===== src/rtl/seg7_pkg.sv =====
// Shared definitions for the 7-segment scan driver: glyph ROM, segment bit
// positions and output polarity helpers.
package seg7_pkg;

    localparam int SEG_A = 6;
    localparam int SEG_B = 5;
    localparam int SEG_C = 4;
    localparam int SEG_D = 3;
    localparam int SEG_E = 2;
    localparam int SEG_F = 1;
    localparam int SEG_G = 0;

    // Active-high glyphs {a,b,c,d,e,f,g}; entry 15 (F) is written first.
    localparam logic [15:0][SEG_A:SEG_G] GLYPH_TBL = {
        7'b1000111, 7'b1001111, 7'b0111101, 7'b1001110,
        7'b0011111, 7'b1110111, 7'b1111011, 7'b1111111,
        7'b1110000, 7'b1011111, 7'b1011011, 7'b0110011,
        7'b1111001, 7'b1101101, 7'b0110000, 7'b1111110
    };

    function automatic logic inactive_level(input bit active_low);
        return active_low ? 1'b1 : 1'b0;
    endfunction

    function automatic logic [SEG_A:SEG_G] seg_polarity(input logic [SEG_A:SEG_G] glyph,
                                                         input bit active_low);
        return active_low ? ~glyph : glyph;
    endfunction

endpackage


===== src/rtl/seg7_scan_driver_if.sv =====
// Value/control inputs and pin-level outputs of the scan driver.
interface seg7_scan_driver_if #(
    parameter int NUM_DIGITS = 4
);
    logic [4*NUM_DIGITS-1:0] value_in;
    logic [NUM_DIGITS-1:0]   dp_in;
    logic                    load;
    logic                    blank;
    logic                    lz_en;
    logic [6:0]              seg_out;
    logic                    dp_out;
    logic [NUM_DIGITS-1:0]   an_out;
    logic                    frame_done;

    modport master (
        output value_in, dp_in, load, blank, lz_en,
        input  seg_out, dp_out, an_out, frame_done
    );

    modport slave (
        input  value_in, dp_in, load, blank, lz_en,
        output seg_out, dp_out, an_out, frame_done
    );
endinterface


===== src/rtl/seg7_hex_decode.sv =====
// Combinational nibble to active-high 7-segment glyph; usable on its own
// wherever a single static digit is needed.
module seg7_hex_decode
    import seg7_pkg::*;
(
    input  logic [3:0]          nib_i,
    output logic [SEG_A:SEG_G]  glyph_o
);

    always_comb begin
        glyph_o = GLYPH_TBL[nib_i];
    end

endmodule


===== src/rtl/seg7_scan_driver.sv =====
// Time-multiplexed NUM_DIGITS 7-segment driver with frame-aligned double
// buffering, leading-zero suppression, blanking and anti-ghost guard time.
module seg7_scan_driver
    import seg7_pkg::*;
#(
    parameter int NUM_DIGITS   = 4,
    parameter int REFRESH_DIV  = 50000,
    parameter int GUARD_CYCLES = 1,
    parameter bit ACTIVE_LOW   = 1
) (
    input  logic             clk,
    input  logic             rst,
    seg7_scan_driver_if.slave bus
);

    localparam int   PW  = (REFRESH_DIV > 1) ? $clog2(REFRESH_DIV) : 1;
    localparam int   IW  = $clog2(NUM_DIGITS);
    localparam int   VW  = 4 * NUM_DIGITS;
    localparam logic OFF = inactive_level(ACTIVE_LOW);

    logic [PW-1:0]         presc_q, presc_d;
    logic [IW-1:0]         idx_q, idx_d;
    logic [VW-1:0]         act_val_q, act_val_d, pend_val_q, pend_val_d;
    logic [NUM_DIGITS-1:0] act_dp_q, act_dp_d, pend_dp_q, pend_dp_d;
    logic                  pend_q, pend_d;
    logic                  frame_q;
    logic [SEG_A:SEG_G]    seg_q, seg_d;
    logic                  dp_q, dp_d;
    logic [NUM_DIGITS-1:0] an_q, an_d;

    logic                  tick, wrap;
    logic [3:0]            cur_nib;
    logic [SEG_A:SEG_G]    cur_glyph;
    logic [NUM_DIGITS-1:0] zero_from;
    logic                  zrun;
    logic                  suppress;
    logic [NUM_DIGITS-1:0] an_on;
    logic                  dp_on;

    always_comb begin
        tick    = (presc_q == PW'(REFRESH_DIV - 1));
        wrap    = tick && (idx_q == IW'(NUM_DIGITS - 1));
        presc_d = tick ? '0 : presc_q + PW'(1);
        idx_d   = idx_q;
        if (tick) begin
            idx_d = (idx_q == IW'(NUM_DIGITS - 1)) ? '0 : idx_q + IW'(1);
        end
    end

    // Loads land in the pending buffer; active only changes on the wrap tick,
    // and a load on that very tick bypasses pending so it shows next frame.
    always_comb begin
        pend_val_d = pend_val_q;
        pend_dp_d  = pend_dp_q;
        pend_d     = pend_q;
        act_val_d  = act_val_q;
        act_dp_d   = act_dp_q;
        if (bus.load) begin
            pend_val_d = bus.value_in;
            pend_dp_d  = bus.dp_in;
            pend_d     = 1'b1;
        end
        if (wrap) begin
            pend_d = 1'b0;
            if (bus.load) begin
                act_val_d = bus.value_in;
                act_dp_d  = bus.dp_in;
            end else if (pend_q) begin
                act_val_d = pend_val_q;
                act_dp_d  = pend_dp_q;
            end
        end
    end

    always_comb begin
        zero_from = '0;
        zrun      = 1'b1;
        for (int i = NUM_DIGITS - 1; i >= 0; i--) begin
            zrun         = zrun && (act_val_q[4*i +: 4] == 4'h0);
            zero_from[i] = zrun;
        end
    end

    assign cur_nib = act_val_q[4*int'(idx_q) +: 4];

    seg7_hex_decode u_dec (
        .nib_i   (cur_nib),
        .glyph_o (cur_glyph)
    );

    always_comb begin
        suppress     = bus.lz_en && (idx_q != '0) && zero_from[idx_q];
        an_on        = '0;
        an_on[idx_q] = 1'b1;
        if ((int'(presc_q) < GUARD_CYCLES) || bus.blank || suppress) begin
            an_on = '0;
        end
        dp_on = act_dp_q[idx_q] && !suppress;
        an_d  = ACTIVE_LOW ? ~an_on : an_on;
        dp_d  = ACTIVE_LOW ? ~dp_on : dp_on;
        seg_d = seg_polarity(cur_glyph, ACTIVE_LOW);
    end

    always_ff @(posedge clk or posedge rst) begin
        if (rst) begin
            presc_q    <= '0;
            idx_q      <= '0;
            act_val_q  <= '0;
            act_dp_q   <= '0;
            pend_val_q <= '0;
            pend_dp_q  <= '0;
            pend_q     <= 1'b0;
            frame_q    <= 1'b0;
            seg_q      <= {7{OFF}};
            dp_q       <= OFF;
            an_q       <= {NUM_DIGITS{OFF}};
        end else begin
            presc_q    <= presc_d;
            idx_q      <= idx_d;
            act_val_q  <= act_val_d;
            act_dp_q   <= act_dp_d;
            pend_val_q <= pend_val_d;
            pend_dp_q  <= pend_dp_d;
            pend_q     <= pend_d;
            frame_q    <= wrap;
            seg_q      <= seg_d;
            dp_q       <= dp_d;
            an_q       <= an_d;
        end
    end

    assign bus.seg_out    = seg_q;
    assign bus.dp_out     = dp_q;
    assign bus.an_out     = an_q;
    assign bus.frame_done = frame_q;

endmodule


===== src/flat_wrapper.sv =====
// flat-port wrapper written by rule: the top's interface ports become plain ports
module seg7_scan_driver_flat import seg7_pkg::*;
#(
    parameter int NUM_DIGITS   = 4,
    parameter int REFRESH_DIV  = 50000,
    parameter int GUARD_CYCLES = 1,
    parameter bit ACTIVE_LOW   = 1
)
  (clk, rst, bus_value_in, bus_dp_in, bus_load, bus_blank, bus_lz_en, bus_seg_out, bus_dp_out, bus_an_out, bus_frame_done);
  seg7_scan_driver_if #(.NUM_DIGITS(NUM_DIGITS)) bus_i ();
  input  logic clk;
  input  logic rst;
  input wire logic [$bits(bus_i.value_in)-1:0] bus_value_in;
  input wire logic [$bits(bus_i.dp_in)-1:0] bus_dp_in;
  input wire logic [$bits(bus_i.load)-1:0] bus_load;
  input wire logic [$bits(bus_i.blank)-1:0] bus_blank;
  input wire logic [$bits(bus_i.lz_en)-1:0] bus_lz_en;
  output wire logic [$bits(bus_i.seg_out)-1:0] bus_seg_out;
  output wire logic [$bits(bus_i.dp_out)-1:0] bus_dp_out;
  output wire logic [$bits(bus_i.an_out)-1:0] bus_an_out;
  output wire logic [$bits(bus_i.frame_done)-1:0] bus_frame_done;
  assign bus_i.value_in = bus_value_in;
  assign bus_i.dp_in = bus_dp_in;
  assign bus_i.load = bus_load;
  assign bus_i.blank = bus_blank;
  assign bus_i.lz_en = bus_lz_en;
  assign bus_seg_out = bus_i.seg_out;
  assign bus_dp_out = bus_i.dp_out;
  assign bus_an_out = bus_i.an_out;
  assign bus_frame_done = bus_i.frame_done;
  seg7_scan_driver #(.NUM_DIGITS(NUM_DIGITS), .REFRESH_DIV(REFRESH_DIV), .GUARD_CYCLES(GUARD_CYCLES), .ACTIVE_LOW(ACTIVE_LOW)) u_core (.clk(clk), .rst(rst), .bus(bus_i));
endmodule

===== config.mk =====
export PLATFORM = sky130hd
export DESIGN_NAME = seg7_scan_driver_flat
export DESIGN_NICKNAME = d
export VERILOG_FILES = /design/src/rtl/seg7_pkg.sv /design/src/rtl/seg7_scan_driver_if.sv /design/src/rtl/seg7_hex_decode.sv /design/src/rtl/seg7_scan_driver.sv /design/src/flat_wrapper.sv
export SDC_FILE = /design/constraint.sdc
export NUM_CORES = 1
export LEC_CHECK = 0
export ABC_AREA = 1
export BUFFER_PORTS_ARGS = -buffer_cell sky130_fd_sc_hd__buf_4
export CORE_MARGIN = 2
export CORE_UTILIZATION = 63
export CTS_CLUSTER_DIAMETER = 200
export CTS_CLUSTER_SIZE = 12
export DETAILED_ROUTE_END_ITERATION = 10
export PLACE_DENSITY_LB_ADDON = 0.05
export SLEW_MARGIN = 40
export SYNTH_ARGS = -nofsm -noshare
export SYNTH_HDL_FRONTEND = slang
export SYNTH_SLANG_ARGS = --single-unit

===== constraint.sdc =====
create_clock -name clk -period 3.8 [get_ports clk]
set_input_delay 0.38 -clock clk [delete_from_list [all_inputs] [get_ports clk]]
set_output_delay 0.38 -clock clk [all_outputs]
set_load 0.01 [all_outputs]

Yosys cells after proc, flatten, opt, wreduce, memory -nomap -nowiden
Memories as Yosys holds them, arrays and structs flattened. Cells that the tools add are included.

Add/subtract/negate cells: 2. Magnitude comparators: 4. Eq/ne operators: 2. Shifts and indexed selects: 1. Mux-type cells: 16. Bitwise gates (word level): 3. Reductions and logical operators: 19.

Operators with widths (count): 16-bit 2-to-1 mux (3); 16-bit by 1-bit adder with 16-bit output (second input constant) (1); 16-bit equality test (second input constant) (1); 4-bit logical NOT (4); 16-bit by 1-bit less-than comparator with 1-bit output (second input constant) (1); 16-bit by 5-bit indexed part select with 4-bit output (1); 4-bit 2-to-1 mux (3); 1-bit logical AND (8); 7-bit 2-to-1 mux (1); 7-bit inverter (1); 2-bit nonzero test (3); 4-bit by 5-bit less-than comparator with 1-bit output (second input constant) (1); 1-bit 2-to-1 mux (5); 1-bit binary-select mux with 2-bit select (2); 4-bit inverter (1); 2-bit by 3-bit less-than comparator with 1-bit output (second input constant) (1); 2-bit by 1-bit adder with 2-bit output (second input constant) (1); 1-bit demux with 2-bit select (1); 2-bit equality test (second input constant) (1); 2-bit by 1-bit greater-or-equal comparator with 1-bit output (second input constant) (1); 1-bit logical OR (2); 2-bit 2-to-1 mux (1); 2-bit AND reduction (1); 1-bit logical NOT (1); 1-bit inverter (1).

Bits in registers: 72. Memory bits (read-only): 112. Input port bits: 25. Output and inout port bits: 13. Memories: 1.

Memories: (no name shown) (words 16, bits a word 7, rd ports 1, clocked after memory_dff 0, wr ports 0, line seg7_hex_decode.sv:11) `glyph_o = GLYPH_TBL[nib_i];`.

Depth between registers and ports, before layout
Depth after elaboration: 10. Depth in mapped cells: 11.

By module
Synthesis repeated with hierarchy kept, for this count alone.

Cells, all modules: 460. Area, all modules: 3636.0 µm².

By module, submodules not included: seg7_scan_driver (instances 1, cells an instance 408, area an instance 3365.7 µm², seq. area each 1816.7 µm²); seg7_hex_decode (instances 1, cells an instance 52, area an instance 270.3 µm², seq. area each 0.0 µm²).

Worst setup path before layout
OpenSTA, ideal clock, no wires.

Kind: reg-to-reg. Start point: reg u_core.idx_q[0]. End point: reg u_core.seg_q, in the netlist u_core.bus.seg_out[6]. Library setup time: 76 ps. Data arrival time: 1497 ps. Slack: 2227 ps. Cell stages (with the launch flop): 12. Path buffers: 1. Clock period less this slack: 1573 ps. Cells stage by stage: dfrtp_1 inv_2 buf_2 nand2_1 nand3_1 nand2_1 inv_1 ha_1 inv_1 nand3_1 nand3_1 nand2_1.

Longest elaborated chain between the ends: 4.

RTL lines: from (decl) (line seg7_scan_driver.sv:22) `logic [IW-1:0] idx_q, idx_d;`; from (signal assigned) (line seg7_scan_driver.sv:119) `idx_q <= idx_d;`; 16-bit by 5-bit indexed part select with 4-bit output (line seg7_scan_driver.sv:84) `assign cur_nib = act_val_q[4*int'(idx_q) +: 4];`; memory 16 x 7 bit; 7-bit 2-to-1 mux (implied by the code) (line seg7_hex_decode.sv:11); 7-bit inverter (line seg7_pkg.sv:27) `return active_low ? ~glyph : glyph;`; net u_core.seg_d, one bit (line seg7_scan_driver.sv:27) `logic [SEG_A:SEG_G] seg_q, seg_d;`; to (signal assigned) (line seg7_scan_driver.sv:114) `seg_q <= {7{OFF}};`; to (signal assigned) (line seg7_scan_driver.sv:126) `seg_q <= seg_d;`; to (decl) (line seg7_scan_driver.sv:27).

The timed path passes the listed nets, and every way through them passes these cells. The select of a mux whose other input is x is not followed. A chain may end at the register's enable or synchronous reset.

Worst setup path after layout
Start point: reg u_core.presc_q[1]. End point: reg u_core.act_val_q[0].

Longest elaborated chain between the ends: 3.

RTL lines: from (decl) (line seg7_scan_driver.sv:21) `logic [PW-1:0] presc_q, presc_d;`; from (signal assigned) (line seg7_scan_driver.sv:118) `presc_q <= presc_d;`; 16-bit equality test (line seg7_scan_driver.sv:41) `tick = (presc_q == PW'(REFRESH_DIV - 1));`; 1-bit logical AND (line seg7_scan_driver.sv:42) `wrap = tick && (idx_q == IW'(NUM_DIGITS - 1));`; 2-bit AND reduction (no line); to (signal assigned) (line seg7_scan_driver.sv:120) `act_val_q <= act_val_d;`; to (decl) (line seg7_scan_driver.sv:23) `logic [VW-1:0] act_val_q, act_val_d, pend_val_q, pend_val_d;`.

No other way between the ends.

==> flow_metrics.env <==
export IMPL_synth_area_um2=3620
export IMPL_startpoint="u_core.presc_q[1]$_DFF_PP0_"
export IMPL_max_slew_margin_rel_pct=47.94
export IMPL_grt_pass1_vias=2892
export IMPL_htreeDepth=3
export IMPL_nets=527
export IMPL_finalClockSkew_ns=0.01258
export IMPL_final_layout_size_suffix_gt1_share_pct=16.94
export IMPL_path_clk_slew_ns=0.08
export IMPL_grt_max_degree=36
export IMPL_grt_pass1_wl_mm=13.00
export IMPL_cts_root_buffer="clkbuf_8"
export IMPL_coreArea_um2=5540
export IMPL_status="finished clean"
export IMPL_dp_hpwl_mm=5.227
export IMPL_power_density_nw_per_um2=359.2
export IMPL_gp_congestion=0.8937
export IMPL_worstSkewPairLatency_ns=0.35
export IMPL_worstMarginPinSlew_ns=0.7786
export IMPL_syn_inst=453
export IMPL_yosys_warnings=0
export IMPL_ys_async_sr_fraction_pct=100.0
export IMPL_cts_buffer_depth=2
export IMPL_cts_tree="built"
export IMPL_antenna_found_initial=0
export IMPL_die_h_um=79.80
export IMPL_rsz0062_at_grt="false"
export IMPL_crit_arrival_ns=2.31
export IMPL_syn_to_final_growth_pct=14.24
export IMPL_fp_dieW_um=79.80
export IMPL_wirelength_mm=7.404
export IMPL_start_kind="flip-flop"
export IMPL_synth_flop_cell="dfrtp_1"
export IMPL_antenna_cells=0
export IMPL_maxSlewViolCount=0
export IMPL_post_drt_wl_per_cell_um=13.04
export IMPL_syn_area_per_cell_um2=7.991
export IMPL_ys_types=28
export IMPL_die_area_um2=6368
export IMPL_seq_area_frac_synth_pct=50.19
export IMPL_synth_edf_count=0
export IMPL_setup_tns_ns=0
export IMPL_ios=38
export IMPL_hold_buffers=0
export IMPL_grt_total_usage_pct=26.36
export IMPL_fmaxAchievable_mhz=481.5
export IMPL_cts_resized=0
export IMPL_syn_nets=489
export IMPL_hp_class="input port to asynchronous set/reset pin"
export IMPL_via_per_inst=5.280
export IMPL_synth_seq_cells=72
export IMPL_finalCritPeriodShare_pct=54.65
export IMPL_end_kind="flip-flop"
export IMPL_cts_sinks=72
export IMPL_worst_setup_path_type="flip-flop to flip-flop"
export IMPL_ir_worst_vdd_mv=0.2657
export IMPL_final_min_clock_period_ns=2.077
export IMPL_drt_iter0_drc=242
export IMPL_drv_cap=0
export IMPL_start_util_pct=65.33
export IMPL_fp_row_count=27
export IMPL_power_uw=1486
export IMPL_cts_setup_buffers=0
export IMPL_cts_buffers=9
export IMPL_r2r_start="u_core.presc_q[1]$_DFF_PP0_"
export IMPL_ant_nets=0
export IMPL_drt_pass1_iter_count=5
export IMPL_setup_viol=0
export IMPL_p_leak_uw=0.002167
export IMPL_grt_ovfl_total=0
export IMPL_critPathMaxFanout=20
export IMPL_drc=0
export IMPL_hold_viol_final=0
export IMPL_place_port_buffers=37
export IMPL_vias=2999
export IMPL_required_ns=4.04
[critical path, stage by stage, from the launching register on]
cell and delay, ns:
dfrtp_1 0.40, ha_1 0.24, nand3_1 0.13, nor2_1 0.20, nand4_1 0.65, nand2_1 0.26
nand2_1 0.08
[state kept, by name (all words and copies together), names as in the netlist]
name and flops:
u_core.pend_q 1, u_core.bus.an_out 4, u_core.bus.dp_out 1, u_core.pend_val_q 16, u_core.act_dp_q 4, u_core.act_val_q 16, u_core.presc_q 16, u_core.pend_dp_q 4
u_core.idx_q 2, u_core.bus.seg_out 7, u_core.bus.frame_done 1
[worst paths after layout]
kind	end	slack, ns	depth (start not counted)
worst max-delay path	u_core.act_val_q[0]$_DFFE_PP0P_	1.72	6
worst min-delay path	u_core.presc_q[1]$_DFF_PP0_	0.14	2
worst max register to register	u_core.act_val_q[0]$_DFFE_PP0P_	1.72	6
worst min register to register	u_core.pend_val_q[10]$_DFFE_PP0P_	0.48	2
max in group asynchronous	u_core.pend_val_q[1]$_DFFE_PP0P_	2.89	3
min in group clk	u_core.pend_val_q[10]$_DFFE_PP0P_	0.25	3
[report_power, final]
group / internal (uW) / total, uW / switching (uW)
clock: 323 / 627 / 304
sequential: 786 / 791 / 5.41
combinational: 26.5 / 67.5 / 41.0
total: 1140 / 1490 / 350
[metrics by stage]
step           instances  hold WS (ns)  setup WS [ns]  util [%]  area, um^2
3_5_place_dp         552        0.4638          1.740     70.94        3930
5_1_grt              568        0.1961          1.538     74.64        4135
2_1_floorplan        453        0.4382          1.615         -        3620
6_report             568        0.1413          1.723     74.64        4135
3_3_place_gp         552        0.4548          1.786     70.94        3930
4_1_cts              568        0.1573          1.748     74.64        4135
[metal layers]
metal / global-route usage (%) / wire, um / vias up
li1: - / - / 1521
met1: 36.77 / 3530 / 1361
met2: 39.66 / 3321 / 105
met3: 7.466 / 454 / 12
met4: 9.322 / 97 / 0
met5: 0 / 0 / -
[cell type report]
type | count | area, um^2
Timing Repair Buffer | 41 | 307.8
Inverter | 31 | 116.4
Fill cell | 436 | 1405
Clock inverter | 6 | 67.56
Sequential cell | 72 | 1817
Tap cell | 72 | 90.09
Clock buffer | 10 | 137.6
Multi-Input combinational cell | 336 | 1599
[kinds of logic (layout without fill, tap and decap cells)]
family | count (synthesis) | in the layout | share of synthesized area, %
xor gates and xnor gates | 7 | 7 | 1.694
DFF | 72 | 72 | 50.19
and+or+nand+nor | 297 | 297 | 35.47
buffers and inverters | 45 | 88 | 5.634
AOI/OAI and AO/OA | 21 | 21 | 3.215
adders and majority gates | 11 | 11 | 3.802
[cells in the mapped netlist (2+ instances only)]
library cell / number / area (um^2)
inv_1: 28 / 105.1
nor2_4: 2 / 22.52
o21ai_0: 10 / 50.05
nand3_1: 35 / 175.2
ha_1: 11 / 137.6
dfstp_2: 12 / 315.3
o21ai_1: 3 / 15.01
a21oi_1: 3 / 15.01
nand4_1: 23 / 143.9
clkbuf_1: 4 / 15.01
nor2_2: 2 / 12.51
buf_8: 2 / 30.03
o21bai_1: 2 / 15.01
dfrtp_1: 60 / 1501
inv_2: 3 / 11.26
nand2_1: 178 / 668.1
nand2_2: 5 / 31.28
nor2_1: 48 / 180.2
xor2_1: 7 / 61.31
buf_2: 7 / 35.03
[cells in the final DEF, fill, tap and decap left out, drive strengths merged]
cell type,count
a21boi,1
a21oi,3
and2,1
buf,41
bufinv,1
clkbuf,10
clkinv,2
clkinvlp,2
dfrtp,60
dfstp,12
ha,11
inv,32
nand2,183
nand3,36
nand4,23
nor2,53
o211ai,1
o21ai,13
o21bai,2
o22ai,1
or2,1
xor2,7
Note: power is estimated with default switching activity, not from simulation.
